**config.mk**
```make
export PLATFORM = sky130hd
export DESIGN_NAME = pipelined_ctrl_unit
export DESIGN_NICKNAME = d
export VERILOG_FILES = /design/src/rtl/pipelined_ctrl_unit.sv
export SDC_FILE = /design/constraint.sdc
export NUM_CORES = 1
export LEC_CHECK = 0
export CAP_MARGIN = 30
export CORE_MARGIN = 5
export CORE_UTILIZATION = 35
export DETAILED_ROUTE_END_ITERATION = 12
export GPL_TIMING_DRIVEN = 0
export PLACE_DENSITY = 0.77
export SYNTH_ARGS = -nofsm -noshare
export SYNTH_HDL_FRONTEND = slang
export SYNTH_SLANG_ARGS = --single-unit
export TNS_END_PERCENT = 100
```
**constraint.sdc**
```tcl
create_clock -name clk -period 1.9 [get_ports clk]
set_input_delay 0.285 -clock clk [delete_from_list [all_inputs] [get_ports clk]]
set_output_delay 0.285 -clock clk [all_outputs]
set_load 0.01 [all_outputs]
```
**src/rtl/pipelined_ctrl_unit.sv**
```systemverilog
// Purpose : RV32 D-stage decoder feeding the E-stage control register. Optional M extension under `RV32M_EN`.
// Latency : ImmSrcD is combinational in D. All other control appears one clock after the instruction loads.
// Backpr. : stall_e or mdu_busy holds E, and flush_e bubbles it. mdu_busy tells the hazard unit to stall F/D/E.
module pipelined_ctrl_unit #(
    parameter int ALUCTRL_W   = 5,
    parameter int IMMSRC_W    = 3,
    parameter int MUL_LATENCY = 2,
    parameter int DIV_LATENCY = 32,
    parameter int CNT_W       = 6
) (
    input  logic                 clk,
    input  logic                 rst,
    input  logic [31:0]          instr_d,
    input  logic                 valid_d,
    input  logic                 stall_e,
    input  logic                 flush_e,
    output logic                 RegWriteE,
    output logic                 MemWriteE,
    output logic                 BranchE,
    output logic                 JumpE,
    output logic                 ALUSrcE,
    output logic [1:0]           ResultSrcE,
    output logic [ALUCTRL_W-1:0] ALUControlE,
    output logic [IMMSRC_W-1:0]  ImmSrcD,
    output logic                 csr_we_e,
    output logic                 mdu_start,
    output logic                 mdu_busy,
    output logic                 trap_req,
    output logic [3:0]           trap_cause,
    output logic                 mret_req
);

    localparam logic [6:0] OP_LOAD   = 7'b0000011;
    localparam logic [6:0] OP_STORE  = 7'b0100011;
    localparam logic [6:0] OP_RTYPE  = 7'b0110011;
    localparam logic [6:0] OP_IALU   = 7'b0010011;
    localparam logic [6:0] OP_BRANCH = 7'b1100011;
    localparam logic [6:0] OP_JAL    = 7'b1101111;
    localparam logic [6:0] OP_LUI    = 7'b0110111;
    localparam logic [6:0] OP_SYSTEM = 7'b1110011;

    localparam logic [6:0]  F7_ALT      = 7'b0100000;
    localparam logic [6:0]  F7_MULDIV   = 7'b0000001;
    localparam logic [31:0] INSTR_ECALL = 32'h0000_0073;
    localparam logic [31:0] INSTR_MRET  = 32'h3020_0073;

    localparam logic [ALUCTRL_W-1:0] ALU_ADD   = ALUCTRL_W'(5'b00000);
    localparam logic [ALUCTRL_W-1:0] ALU_SUB   = ALUCTRL_W'(5'b00001);
    localparam logic [ALUCTRL_W-1:0] ALU_SLL   = ALUCTRL_W'(5'b00100);
    localparam logic [ALUCTRL_W-1:0] ALU_SRL   = ALUCTRL_W'(5'b00101);
    localparam logic [ALUCTRL_W-1:0] ALU_OR    = ALUCTRL_W'(5'b01000);
    localparam logic [ALUCTRL_W-1:0] ALU_XOR   = ALUCTRL_W'(5'b01001);
    localparam logic [ALUCTRL_W-1:0] ALU_AND   = ALUCTRL_W'(5'b01010);
    localparam logic [ALUCTRL_W-1:0] ALU_PASSB = ALUCTRL_W'(5'b10000);
`ifdef RV32M_EN
    localparam logic [ALUCTRL_W-1:0] ALU_MUL   = ALUCTRL_W'(5'b00010);
    localparam logic [ALUCTRL_W-1:0] ALU_DIV   = ALUCTRL_W'(5'b00011);
    localparam logic [ALUCTRL_W-1:0] ALU_REM   = ALUCTRL_W'(5'b00110);
`endif

    localparam logic [IMMSRC_W-1:0] IMM_I = IMMSRC_W'(3'b000);
    localparam logic [IMMSRC_W-1:0] IMM_S = IMMSRC_W'(3'b001);
    localparam logic [IMMSRC_W-1:0] IMM_B = IMMSRC_W'(3'b010);
    localparam logic [IMMSRC_W-1:0] IMM_J = IMMSRC_W'(3'b011);
    localparam logic [IMMSRC_W-1:0] IMM_U = IMMSRC_W'(3'b100);

    localparam logic [1:0] RES_ALU = 2'b00;
    localparam logic [1:0] RES_MEM = 2'b01;
    localparam logic [1:0] RES_PC4 = 2'b10;
    localparam logic [1:0] RES_CSR = 2'b11;

    // Control bundle carried by the E-stage register. An all-zero value is a bubble.
    typedef struct packed {
        logic                 reg_write;
        logic                 mem_write;
        logic                 branch;
        logic                 jump;
        logic                 alu_src;
        logic                 csr_we;
        logic [1:0]           result_src;
        logic [ALUCTRL_W-1:0] alu_ctrl;
    } ctrl_t;

    logic [6:0] opcode;
    logic [2:0] funct3;
    logic [6:0] funct7;

    ctrl_t      dec_ctrl;
    logic       dec_illegal;
    logic       dec_ecall;
    logic       dec_mret;
`ifdef RV32M_EN
    logic       dec_mdu;
    logic       dec_mdu_div;
`endif

    ctrl_t      ctrl_q, ctrl_d;
    logic       trap_req_q, trap_req_d;
    logic [3:0] trap_cause_q, trap_cause_d;
    logic       mret_req_q, mret_req_d;
    logic       load_ok;

    assign opcode = instr_d[6:0];
    assign funct3 = instr_d[14:12];
    assign funct7 = instr_d[31:25];

    // E may accept a new entry only when neither the hazard unit nor an MDU op holds it.
    assign load_ok = ~stall_e & ~mdu_busy;

    // Shared ALU selection for R-type and I-type arithmetic. SLT/SLTU have no code and fall back to ADD.
    function automatic logic [ALUCTRL_W-1:0] alu_from_funct3(input logic [2:0] f3, input logic sub);
        logic [ALUCTRL_W-1:0] op;
        case (f3)
            3'b000:  op = sub ? ALU_SUB : ALU_ADD;
            3'b001:  op = ALU_SLL;
            3'b100:  op = ALU_XOR;
            3'b101:  op = ALU_SRL;
            3'b110:  op = ALU_OR;
            3'b111:  op = ALU_AND;
            default: op = ALU_ADD;
        endcase
        return op;
    endfunction

    // Full D-stage decode. Trap and MRET instructions leave dec_ctrl at zero, so they enter E as bubbles.
    always_comb begin
        dec_ctrl    = '0;
        ImmSrcD     = IMM_I;
        dec_illegal = 1'b0;
        dec_ecall   = 1'b0;
        dec_mret    = 1'b0;
`ifdef RV32M_EN
        dec_mdu     = 1'b0;
        dec_mdu_div = 1'b0;
`endif
        case (opcode)
            OP_LOAD: begin
                dec_ctrl.reg_write  = 1'b1;
                dec_ctrl.alu_src    = 1'b1;
                dec_ctrl.result_src = RES_MEM;
                dec_ctrl.alu_ctrl   = ALU_ADD;
            end
            OP_STORE: begin
                dec_ctrl.mem_write = 1'b1;
                dec_ctrl.alu_src   = 1'b1;
                dec_ctrl.alu_ctrl  = ALU_ADD;
                ImmSrcD            = IMM_S;
            end
            OP_RTYPE: begin
                if (funct7 == F7_MULDIV) begin
`ifdef RV32M_EN
                    dec_ctrl.reg_write = 1'b1;
                    dec_mdu            = 1'b1;
                    if (!funct3[2]) begin
                        dec_ctrl.alu_ctrl = ALU_MUL;
                    end else if (!funct3[1]) begin
                        dec_ctrl.alu_ctrl = ALU_DIV;
                        dec_mdu_div       = 1'b1;
                    end else begin
                        dec_ctrl.alu_ctrl = ALU_REM;
                        dec_mdu_div       = 1'b1;
                    end
`else
                    dec_illegal = 1'b1;
`endif
                end else begin
                    dec_ctrl.reg_write = 1'b1;
                    dec_ctrl.alu_ctrl  = alu_from_funct3(funct3, funct7 == F7_ALT);
                end
            end
            OP_IALU: begin
                dec_ctrl.reg_write = 1'b1;
                dec_ctrl.alu_src   = 1'b1;
                dec_ctrl.alu_ctrl  = alu_from_funct3(funct3, 1'b0);
            end
            OP_BRANCH: begin
                dec_ctrl.branch   = 1'b1;
                dec_ctrl.alu_ctrl = ALU_SUB;
                ImmSrcD           = IMM_B;
            end
            OP_JAL: begin
                dec_ctrl.jump       = 1'b1;
                dec_ctrl.reg_write  = 1'b1;
                dec_ctrl.result_src = RES_PC4;
                ImmSrcD             = IMM_J;
            end
            OP_LUI: begin
                dec_ctrl.reg_write = 1'b1;
                dec_ctrl.alu_src   = 1'b1;
                dec_ctrl.alu_ctrl  = ALU_PASSB;
                ImmSrcD            = IMM_U;
            end
            OP_SYSTEM: begin
                if (instr_d == INSTR_ECALL) begin
                    dec_ecall = 1'b1;
                end else if (instr_d == INSTR_MRET) begin
                    dec_mret = 1'b1;
                end else if (funct3 != 3'b000 && funct3 != 3'b100) begin
                    dec_ctrl.reg_write  = 1'b1;
                    dec_ctrl.csr_we     = 1'b1;
                    dec_ctrl.result_src = RES_CSR;
                end else begin
                    dec_illegal = 1'b1;
                end
            end
            default: dec_illegal = 1'b1;
        endcase
    end

    // Next E-stage entry: flush bubbles, a hold keeps control but drops pulses, otherwise load decode.
    always_comb begin
        ctrl_d       = ctrl_q;
        trap_req_d   = 1'b0;
        trap_cause_d = 4'd0;
        mret_req_d   = 1'b0;
        if (flush_e) begin
            ctrl_d = '0;
        end else if (load_ok) begin
            ctrl_d     = valid_d ? dec_ctrl : '0;
            trap_req_d = valid_d & (dec_illegal | dec_ecall);
            mret_req_d = valid_d & dec_mret;
            if (valid_d && dec_ecall) begin
                trap_cause_d = 4'd11;
            end else if (valid_d && dec_illegal) begin
                trap_cause_d = 4'd2;
            end
        end
    end

    // E-stage pipeline register with synchronous active-low reset.
    always_ff @(posedge clk) begin
        if (!rst) begin
            ctrl_q       <= '0;
            trap_req_q   <= 1'b0;
            trap_cause_q <= 4'd0;
            mret_req_q   <= 1'b0;
        end else begin
            ctrl_q       <= ctrl_d;
            trap_req_q   <= trap_req_d;
            trap_cause_q <= trap_cause_d;
            mret_req_q   <= mret_req_d;
        end
    end

    assign RegWriteE   = ctrl_q.reg_write;
    assign MemWriteE   = ctrl_q.mem_write;
    assign BranchE     = ctrl_q.branch;
    assign JumpE       = ctrl_q.jump;
    assign ALUSrcE     = ctrl_q.alu_src;
    assign csr_we_e    = ctrl_q.csr_we;
    assign ResultSrcE  = ctrl_q.result_src;
    assign ALUControlE = ctrl_q.alu_ctrl;
    assign trap_req    = trap_req_q;
    assign trap_cause  = trap_cause_q;
    assign mret_req    = mret_req_q;

`ifdef RV32M_EN
    typedef enum logic [0:0] {
        S_RUN      = 1'b0,
        S_MDU_WAIT = 1'b1
    } state_t;

    state_t           state_q, state_d;
    logic [CNT_W-1:0] cnt_q, cnt_d;
    logic [CNT_W-1:0] lat_m1;
    logic             mdu_load;
    logic             start_q;

    assign lat_m1   = dec_mdu_div ? CNT_W'(DIV_LATENCY - 1) : CNT_W'(MUL_LATENCY - 1);
    assign mdu_load = valid_d & dec_mdu & ~flush_e & load_ok;
    // The cycle in which the counter reaches zero already releases E, so the next instruction can load.
    assign mdu_busy  = (state_q == S_MDU_WAIT) && (cnt_q != '0);
    assign mdu_start = start_q;

    // MDU sequencer next state: flush aborts, the wait counts down, and a new op reloads the counter.
    always_comb begin
        state_d = state_q;
        cnt_d   = cnt_q;
        if (flush_e) begin
            state_d = S_RUN;
            cnt_d   = '0;
        end else begin
            case (state_q)
                S_MDU_WAIT: begin
                    if (cnt_q != '0) begin
                        cnt_d = cnt_q - CNT_W'(1);
                    end else begin
                        state_d = S_RUN;
                    end
                end
                default: state_d = S_RUN;
            endcase
            if (mdu_load) begin
                cnt_d   = lat_m1;
                state_d = (lat_m1 != '0) ? S_MDU_WAIT : S_RUN;
            end
        end
    end

    // MDU sequencer state, counter and start pulse. Reset abandons any op in flight.
    always_ff @(posedge clk) begin
        if (!rst) begin
            state_q <= S_RUN;
            cnt_q   <= '0;
            start_q <= 1'b0;
        end else begin
            state_q <= state_d;
            cnt_q   <= cnt_d;
            start_q <= mdu_load;
        end
    end
`else
    // Without the M extension there is no multi-cycle work to sequence.
    logic [31:0] unused_cfg;
    assign unused_cfg = MUL_LATENCY + DIV_LATENCY + CNT_W;
    assign mdu_busy   = 1'b0;
    assign mdu_start  = 1'b0;
`endif

endmodule

```
After elaboration in Yosys (flattened, before gate mapping)
Index checks and enable logic that the tools add are counted.
Word-level totals
  memory bits (read-only): 0
  memory bits (writable): 0
  latch bits: 0
  flip-flop bits (word level): 19
  memories kept: 0
  output and inout bits: 24
Operators by class
  equality and inequality tests: 18
  $mul: 0
  shifts and indexed selects: 0
  multiplexer cells: 33
  bitwise logic cells: 4
  $lt $le $gt $ge: 0
  reduce and logical (&&, ||, !) cells: 11
  add/subtract/negate cells: 0
  divide/modulo/power cells: 0
Operator list (count)
  32-bit by 30-bit equality test with 1-bit output, second input constant: 1
  32-bit by 7-bit equality test with 1-bit output, second input constant: 1
  7-bit by 6-bit equality test with 1-bit output, second input constant: 4
  4-bit one-hot mux with 6 select lines: 1
  7-bit equality test, second input constant: 3
  4-bit one-hot mux with 5 select lines: 1
  5-bit one-hot mux with 4 select lines: 1
  1-bit 2-to-1 mux: 19
  13-bit 2-to-1 mux: 1
  3-bit equality test, second input constant: 4
  3-bit one-hot mux with 4 select lines: 1
  4-bit OR reduction: 3
  3-bit 2-to-1 mux: 3
  4-bit 2-to-1 mux: 2
  7-bit by 1-bit equality test with 1-bit output, second input constant: 1
  7-bit by 2-bit equality test with 1-bit output, second input constant: 1
  7-bit by 5-bit equality test with 1-bit output, second input constant: 1
  1-bit one-hot mux with 3 select lines: 2
  2-bit one-hot mux with 3 select lines: 1
  6-bit OR reduction: 1
  3-bit by 1-bit equality test with 1-bit output, second input constant: 1
  1-bit logical AND: 3
  3-bit logical NOT: 1
  3-bit != test, second input constant: 1
  7 further kinds: 8

Longest topological paths before layout
  depth in word-level cells: 9
  depth in mapped cells: 6
  mapped depth without buffers: 5

Least setup slack after synthesis
No wires, ideal clock.
  path type: input-to-reg
  from: in instr_d[5]
  to: reg trap_cause_q[1], in the netlist trap_cause[1]
  buffers on the path: 1
  arrival: 1509 ps
  setup slack: 272 ps
  required time: 1780 ps
  setup time: 120 ps
  stages: 6
  path through: buf_2 > inv_1 > or3_4 > nor3_2 > nor4_1 > a211o_1
Between the ends
  cells in the longest elaborated chain, start to end: 7
Ends and longest elaborated chain
  from (decl): RTL line 13  | input logic [31:0] instr_d,
  32-bit by 30-bit equality test with 1-bit output: RTL line 196  | end else if (instr_d == INSTR_MRET) begin
  1-bit 2-to-1 mux: RTL line 196
  1-bit 2-to-1 mux: RTL line 194  | if (instr_d == INSTR_ECALL) begin
  1-bit one-hot mux with 3 select lines: RTL line 136  | case (opcode)
  1-bit logical AND: RTL line 224  | end else if (valid_d && dec_illegal) begin
  2-bit 2-to-1 mux: RTL line 224
  4-bit 2-to-1 mux *: RTL line 222  | if (valid_d && dec_ecall) begin
  to (signal assigned): RTL line 240  | trap_cause_q <= trap_cause_d;
  to (decl): RTL line 99  | logic [3:0] trap_cause_q, trap_cause_d;
Mark *: on every way between the ends. The rest lies on a longest branch, timed or not.
A chain may end at the register's enable or synchronous reset.

Worst setup path after layout
  from: in rst
  to: reg trap_cause_q[1], in the netlist trap_cause[1]
Between the ends
  cells in the longest elaborated chain, start to end: 2
Ends and longest elaborated chain
  from (decl): RTL line 12  | input logic rst,
  1-bit inverter (no line)
  3-bit OR reduction (no line)
Every way passes these cells.

==> run_results.csv <==
group,metric,value,unit
min_path,hp-class,"in -> reg",
routing,drt_pass1_iterations,5,
placement,dp.cells,195,
floorplanning,start_util,37.5,%
global_route,antenna_found_initial,0,
routing,wl_met3,186,um
global_route,overflow,0,
synthesis,synth_seq_cells,17,
synthesis,postSynthCellCount,107,
sta,period_share,101,%
placement,gp_congestion,0.794,
sta,finalCriticalPeriod,1930,ps
placement,hpwl,2440,um
synthesis,synthDistinctLibCells,37,
synthesis,ys_warn_count,0,
floorplanning,io_pins,61,
placement,io_buffers,56,
synthesis,synthFlopType,"dfxtp_1",
routing,drc,0,
power_and_ir_drop,clkPwrFrac,27.3,%
clock_network,numCtsBuffers,3,
sta,slew_headroom,62.2,%
power_and_ir_drop,pwr-share-seq,50.8,%
layout,layoutNonFillerInstCount,205,
routing,met2_length,1680,um
critical_path,end_kind,"flip-flop",
layout,syn_to_final_growth,75.8,%
global_route,grt_pass1_wl,4770,um
routing,wl,3070,um
floorplanning,die_h,62.0,um
routing,m1WireLength,1140,um
clock_network,htreeDepth,1,
sta,fin_skew,0,ps
floorplanning,core,2520,um2
critical_path,path_max_fanout,8,
synthesis,synth_edf_count,0,
synthesis,synth-async-reset-ratio,0,%
power_and_ir_drop,irDropWorstVdd,0.277,mV
sta,setup_violations,2,
clock_network,cts_tree,"done",
routing,routed.top_layer,"met4",
clock_network,clockRootBuffer,"clkbuf_4",
power_and_ir_drop,p_switching,0.176,mW
run_status,violations,"setup timing",
floorplanning,die_area,3840,um2
routing,wl_per_cell,15.0,um
global_route,grtUsageTotal,16.3,%
power_and_ir_drop,intPower,0.528,mW
layout,layout-drive-gt1-share,17.7,%
sta,holdWs,383,ps
critical_path,worstSetupPathType,"in -> reg",
run_status,outcome,"finished, violations left",
layout,largest_register_ffs,5,
sta,worst_pin_slew,562,ps
critical_path,critPathRequiredTime,2130,ps
clock_network,max-clock-path-buffers,2,
layout,nets,213,
clock_network,clk_latency,280,ps
job,cap_violations,0,
power_and_ir_drop,leakagePower,0.692,nW
critical_path,crit_arrival,2160,ps
floorplanning,fp-row-count,18,
power_and_ir_drop,p_comb_share,21.9,%
routing,vias,1102,
synthesis,syn_avg_cell_area,8.84,um2
critical_path,cp-start-kind,"primary input",
synthesis,synth-seq-area-share,36.0,%
routing,drt_iter0_drc,32,
sta,fmax,0.519,GHz
clock_network,cts_hold_buffers,0,
power_and_ir_drop,p_per_area,424,nW/um2
global_route,grt_start_max_net_pins,11,
global_route,grt_pass1_vias,1119,
sta,setup_tns,-44.3,ps
routing,drtAntennaViolNets,0,
clock_network,clk_pin_slew_worst_paths,100,ps
sta,timing.final.ws_setup,-26.0,ps
synthesis,syn_area,946,um2
routing,vias_per_cell,5.38,
power_and_ir_drop,p_sw_share,25.0,%
sta,slew_viol_final,0,
layout,diodes,0,
clock_network,cts_sinks,17,
floorplanning,die_w,62.0,um
sta,hold_viol_final,0,
-- routing by layer --
metal	global-route usage, %	vias to the layer above
li1	-	528
met1	19.1	520
met2	29.6	48
met3	1.86	6
met4	6.67	0
met5	0	-
-- cell type report --
| cell class | count | area (um2) |
|---|---|---|
| Sequential cell | 17 | 340 |
| Fill cell | 215 | 860 |
| Timing Repair Buffer | 62 | 592 |
| Multi-Input combinational cell | 81 | 606 |
| Inverter | 4 | 15.0 |
| Buffer | 7 | 46.3 |
| Clock buffer | 4 | 26.3 |
| Tap cell | 30 | 37.5 |
-- path summary, 6_finish.rpt --
| check | from | to | slack (ps) | cells past startpoint |
|---|---|---|---|---|
| worst max-delay path | rst | trap_cause[1]$_SDFF_PP0_ | -30 | 7 |
| worst min-delay path | instr_d[5] | MemWriteE$_SDFFE_PP0N_ | 380 | 2 |
| worst max register to register | ALUControlE[0]$_SDFFE_PP0N_ | ALUControlE[0]$_SDFFE_PP0N_ | 1210 | 2 |
| worst min register to register | ALUSrcE$_SDFFE_PP0N_ | ALUSrcE$_SDFFE_PP0N_ | 450 | 2 |
-- kinds of logic (layout without fill, tap and decap cells) --
kind of cell | after synthesis | after routing | synth area share (%)
AND/OR/NAND/NOR | 54 | 54 | 37.2
AO/OA/AOI/OAI | 22 | 22 | 18.4
flip-flops | 17 | 17 | 36.0
buffers and inverters | 11 | 77 | 6.22
XOR/XNOR | 2 | 2 | 1.85
other | 1 | 3 | 0.396
-- cells in the final DEF (no fill, tap or decap), types with 2 or more instances in the layout --
master / instances
and3_1: 2
conb_1: 3
or3_4: 3
clkbuf_4: 3
clkdlybuf4s50_1: 46
dfxtp_1: 17
nor3_1: 4
a32o_1: 4
a22oi_1: 2
dlygate4sd2_1: 6
nand2_1: 14
buf_2: 2
nor3_4: 4
buf_4: 11
o21ai_0: 5
nand2b_1: 3
o2bb2ai_1: 2
a22o_1: 4
nor2_1: 7
inv_1: 4
a211o_1: 2
clkbuf_1: 2
nor4_1: 5
-- worst max-delay path, stage by stage --
cell and delay, ps:
clkdlybuf4s50_1 500, nor4bb_2 330, buf_4 210, nand2b_1 110
or3_4 370, nor3_4 200, a211o_1 150
-- through the flow --
step / instance area (um2) / util (%) / power (mW) / setup slack (ps)
floorplan: 953 / - / 0.413 / 272
global placement: 1550 / 61.5 / 0.509 / -804
detailed placement: 1550 / 61.5 / 0.513 / -829
CTS: 1610 / 63.7 / 0.700 / 2.67
global route: 1660 / 65.9 / 0.728 / -93.7
finish: 1660 / 65.9 / 0.704 / -26.0
-- power by group through the flow --
stage                     clock, mW  combinational, mW  sequential [mW]
final                         0.192              0.154            0.358
after global routing          0.204              0.165            0.358
after CTS                     0.195              0.147            0.358
after detailed placement          0              0.147            0.366
after global placement            0              0.143            0.366
after floorplan                   0             0.0463            0.367
-- timing repair --
item / CTS / global route
gates resized for setup: 20 / 8
setup buffers: 2 / 4
pin swaps: 2 / 2
setup endpoints to repair: 6 / 5
-- synthesized netlist by cell type (2+ instances only) --
cell	count	share of area, %
dfxtp_1	17	36
nand2_1	14	5.6
nor2_1	7	2.8
nor3_1	6	3.2
nor4_1	6	4.0
o21ai_0	5	2.6
a22o_1	4	3.7
a32o_1	4	4.2
buf_4	4	3.2
inv_1	4	1.6
nand2b_1	3	2.0
a211o_1	2	1.9
a22oi_1	2	1.6
and3_1	2	1.3
buf_2	2	1.1
o2bb2ai_1	2	1.9
or3_1	2	1.3
or3_4	2	2.4
Power figures use the tool's default switching activity.
==> variant: new RTL, same settings <==
Build with the macro `RV32M_EN` defined.
--- a/src/rtl/pipelined_ctrl_unit.sv
+++ b/src/rtl/pipelined_ctrl_unit.sv
@@ -2,4 +2,6 @@
 // Latency : ImmSrcD is combinational in D. All other control appears one clock after the instruction loads.
 // Backpr. : stall_e or mdu_busy holds E, and flush_e bubbles it. mdu_busy tells the hazard unit to stall F/D/E.
+`define RV32M_EN
+
 module pipelined_ctrl_unit #(
     parameter int ALUCTRL_W   = 5,
Behaviour: not the same (a bounded check fails within 4 cycles, from zero or initial values and one cycle with rst low).
==> variant against the original RTL <==
- power grew 45%
- routed wire length grew 36%
- clock power grew 69%
- worst setup slack gained 0.053 ns
- synthesized cell count grew 59%
- clock skew grew 0.0042 ns
- critical path type is now input port to output port
- area after synthesis grew 51%
- final cell count grew 40%
- sequential cell count grew 8
- non-clock buffer count grew 2
- final area grew 35%
==> variant: results (changes against the original RTL) <==
- The total of flip-flops plus latches after synthesis was 25 (was 17).
- The terminus of the critical flop-to-flop path is ALUControlE[3] (was ALUControlE[0]).
- The global placer's final weighted congestion is 0.7733 (was 0.7942).
- The post-route clock skew is 0.004151 ns (was 0 ns).
- The number of global-route vias before repair is 1,437 (was 1,119).
- The filler cell count was 366 (was 215).
- The met3 layer wire length in the routed design is 165 um (was 186 um).
- Dominant cells by area after synthesis: sky130_fd_sc_hd__dfxtp_1 (35%), sky130_fd_sc_hd__nand2_1 (5.2%), sky130_fd_sc_hd__a21oi_1 (4.2%), sky130_fd_sc_hd__nand3_1 (2.8%), sky130_fd_sc_hd__nand2b_1 (2.6%) (was sky130_fd_sc_hd__dfxtp_1 (36%), sky130_fd_sc_hd__nand2_1 (5.6%), sky130_fd_sc_hd__a32o_1 (4.2%), sky130_fd_sc_hd__nor4_1 (4.0%), sky130_fd_sc_hd__a22o_1 (3.7%)).
- The startpoint of the most critical hold path was valid_d (was instr_d[5]).
- The cell at the root of the clock tree was sky130_fd_sc_hd__clkbuf_8 (was sky130_fd_sc_hd__clkbuf_4).
- The clock-cell share of area is 0.02175 (was 0.01580).
- The highest fanout seen on the critical path is 7 (was 8).
- The hold-critical path endpoint is ALUSrcE (was MemWriteE).
- The count of multi-input gates is 132 (was 81).
- The post-layout net count is 276 (was 213).
- The share of the cycle needed by the critical path after routing is 0.9857 (was 1.014).
- The maximum resistive drop on vdd is 0.0002210 V (was 0.0002772 V).
- The worst setup timing slack at the placement stage is -0.6296 ns (was -0.8293 ns).
- The flip-flop count of the largest register, all copies and words added is 6 (was 5).
- The fraction of area in registers is 0.2253 (was 0.2047).
- The worst-case register-to-register setup slack was 0.12 ns (was 1.21 ns).
- The end of the critical path is ImmSrcD[2] (was trap_cause[1]).
- The buffering overhead is 0.3001 (was 0.3837).
- The multi-input logic area is 934.6 um^2 (was 605.6 um^2).
- The pin count of the biggest net entering global routing is 16 (was 11).
- The global routing met3 resource utilization is 0.02838 (was 0.01860).
- Status: finished, final reports clean (was complete, but fails checks).
- The placement-stage cell area is 0.002066 mm^2 (was 0.001551 mm^2).
-- variant: cell types whose count changed after synthesis, moves of 4 or more --
cell / delta
sky130_fd_sc_hd__a21oi_1: +12
sky130_fd_sc_hd__a22o_1: -4
sky130_fd_sc_hd__a32o_1: -4
sky130_fd_sc_hd__clkbuf_1: +4
sky130_fd_sc_hd__dfxtp_1: +8
sky130_fd_sc_hd__nand2_1: +6
sky130_fd_sc_hd__nand3_1: +7
sky130_fd_sc_hd__nand4_1: +6
-- variant: cells by family (layout without fill, tap and decap cells) --
kind of cell    after synthesis  in the layout  synth area share
compound gates               40             40            0.1956
xor+xnor                      2              2           0.01223
fa+ha+maj                     1              1          0.008732
buf+inv                      13             80           0.04453
flops                        25             25            0.3493
mux                           2              2           0.01397
other cells                   1              1          0.002618
simple gates                 86             86            0.3729
-- variant: what timing repair did --
item                       4_1_cts  5_1_grt
gates cloned                     0        0
resized for setup               21       19
buffers inserted                 5        1
pin swaps                        2        4
setup endpoints to repair        9       22
hold buffers                     0        0
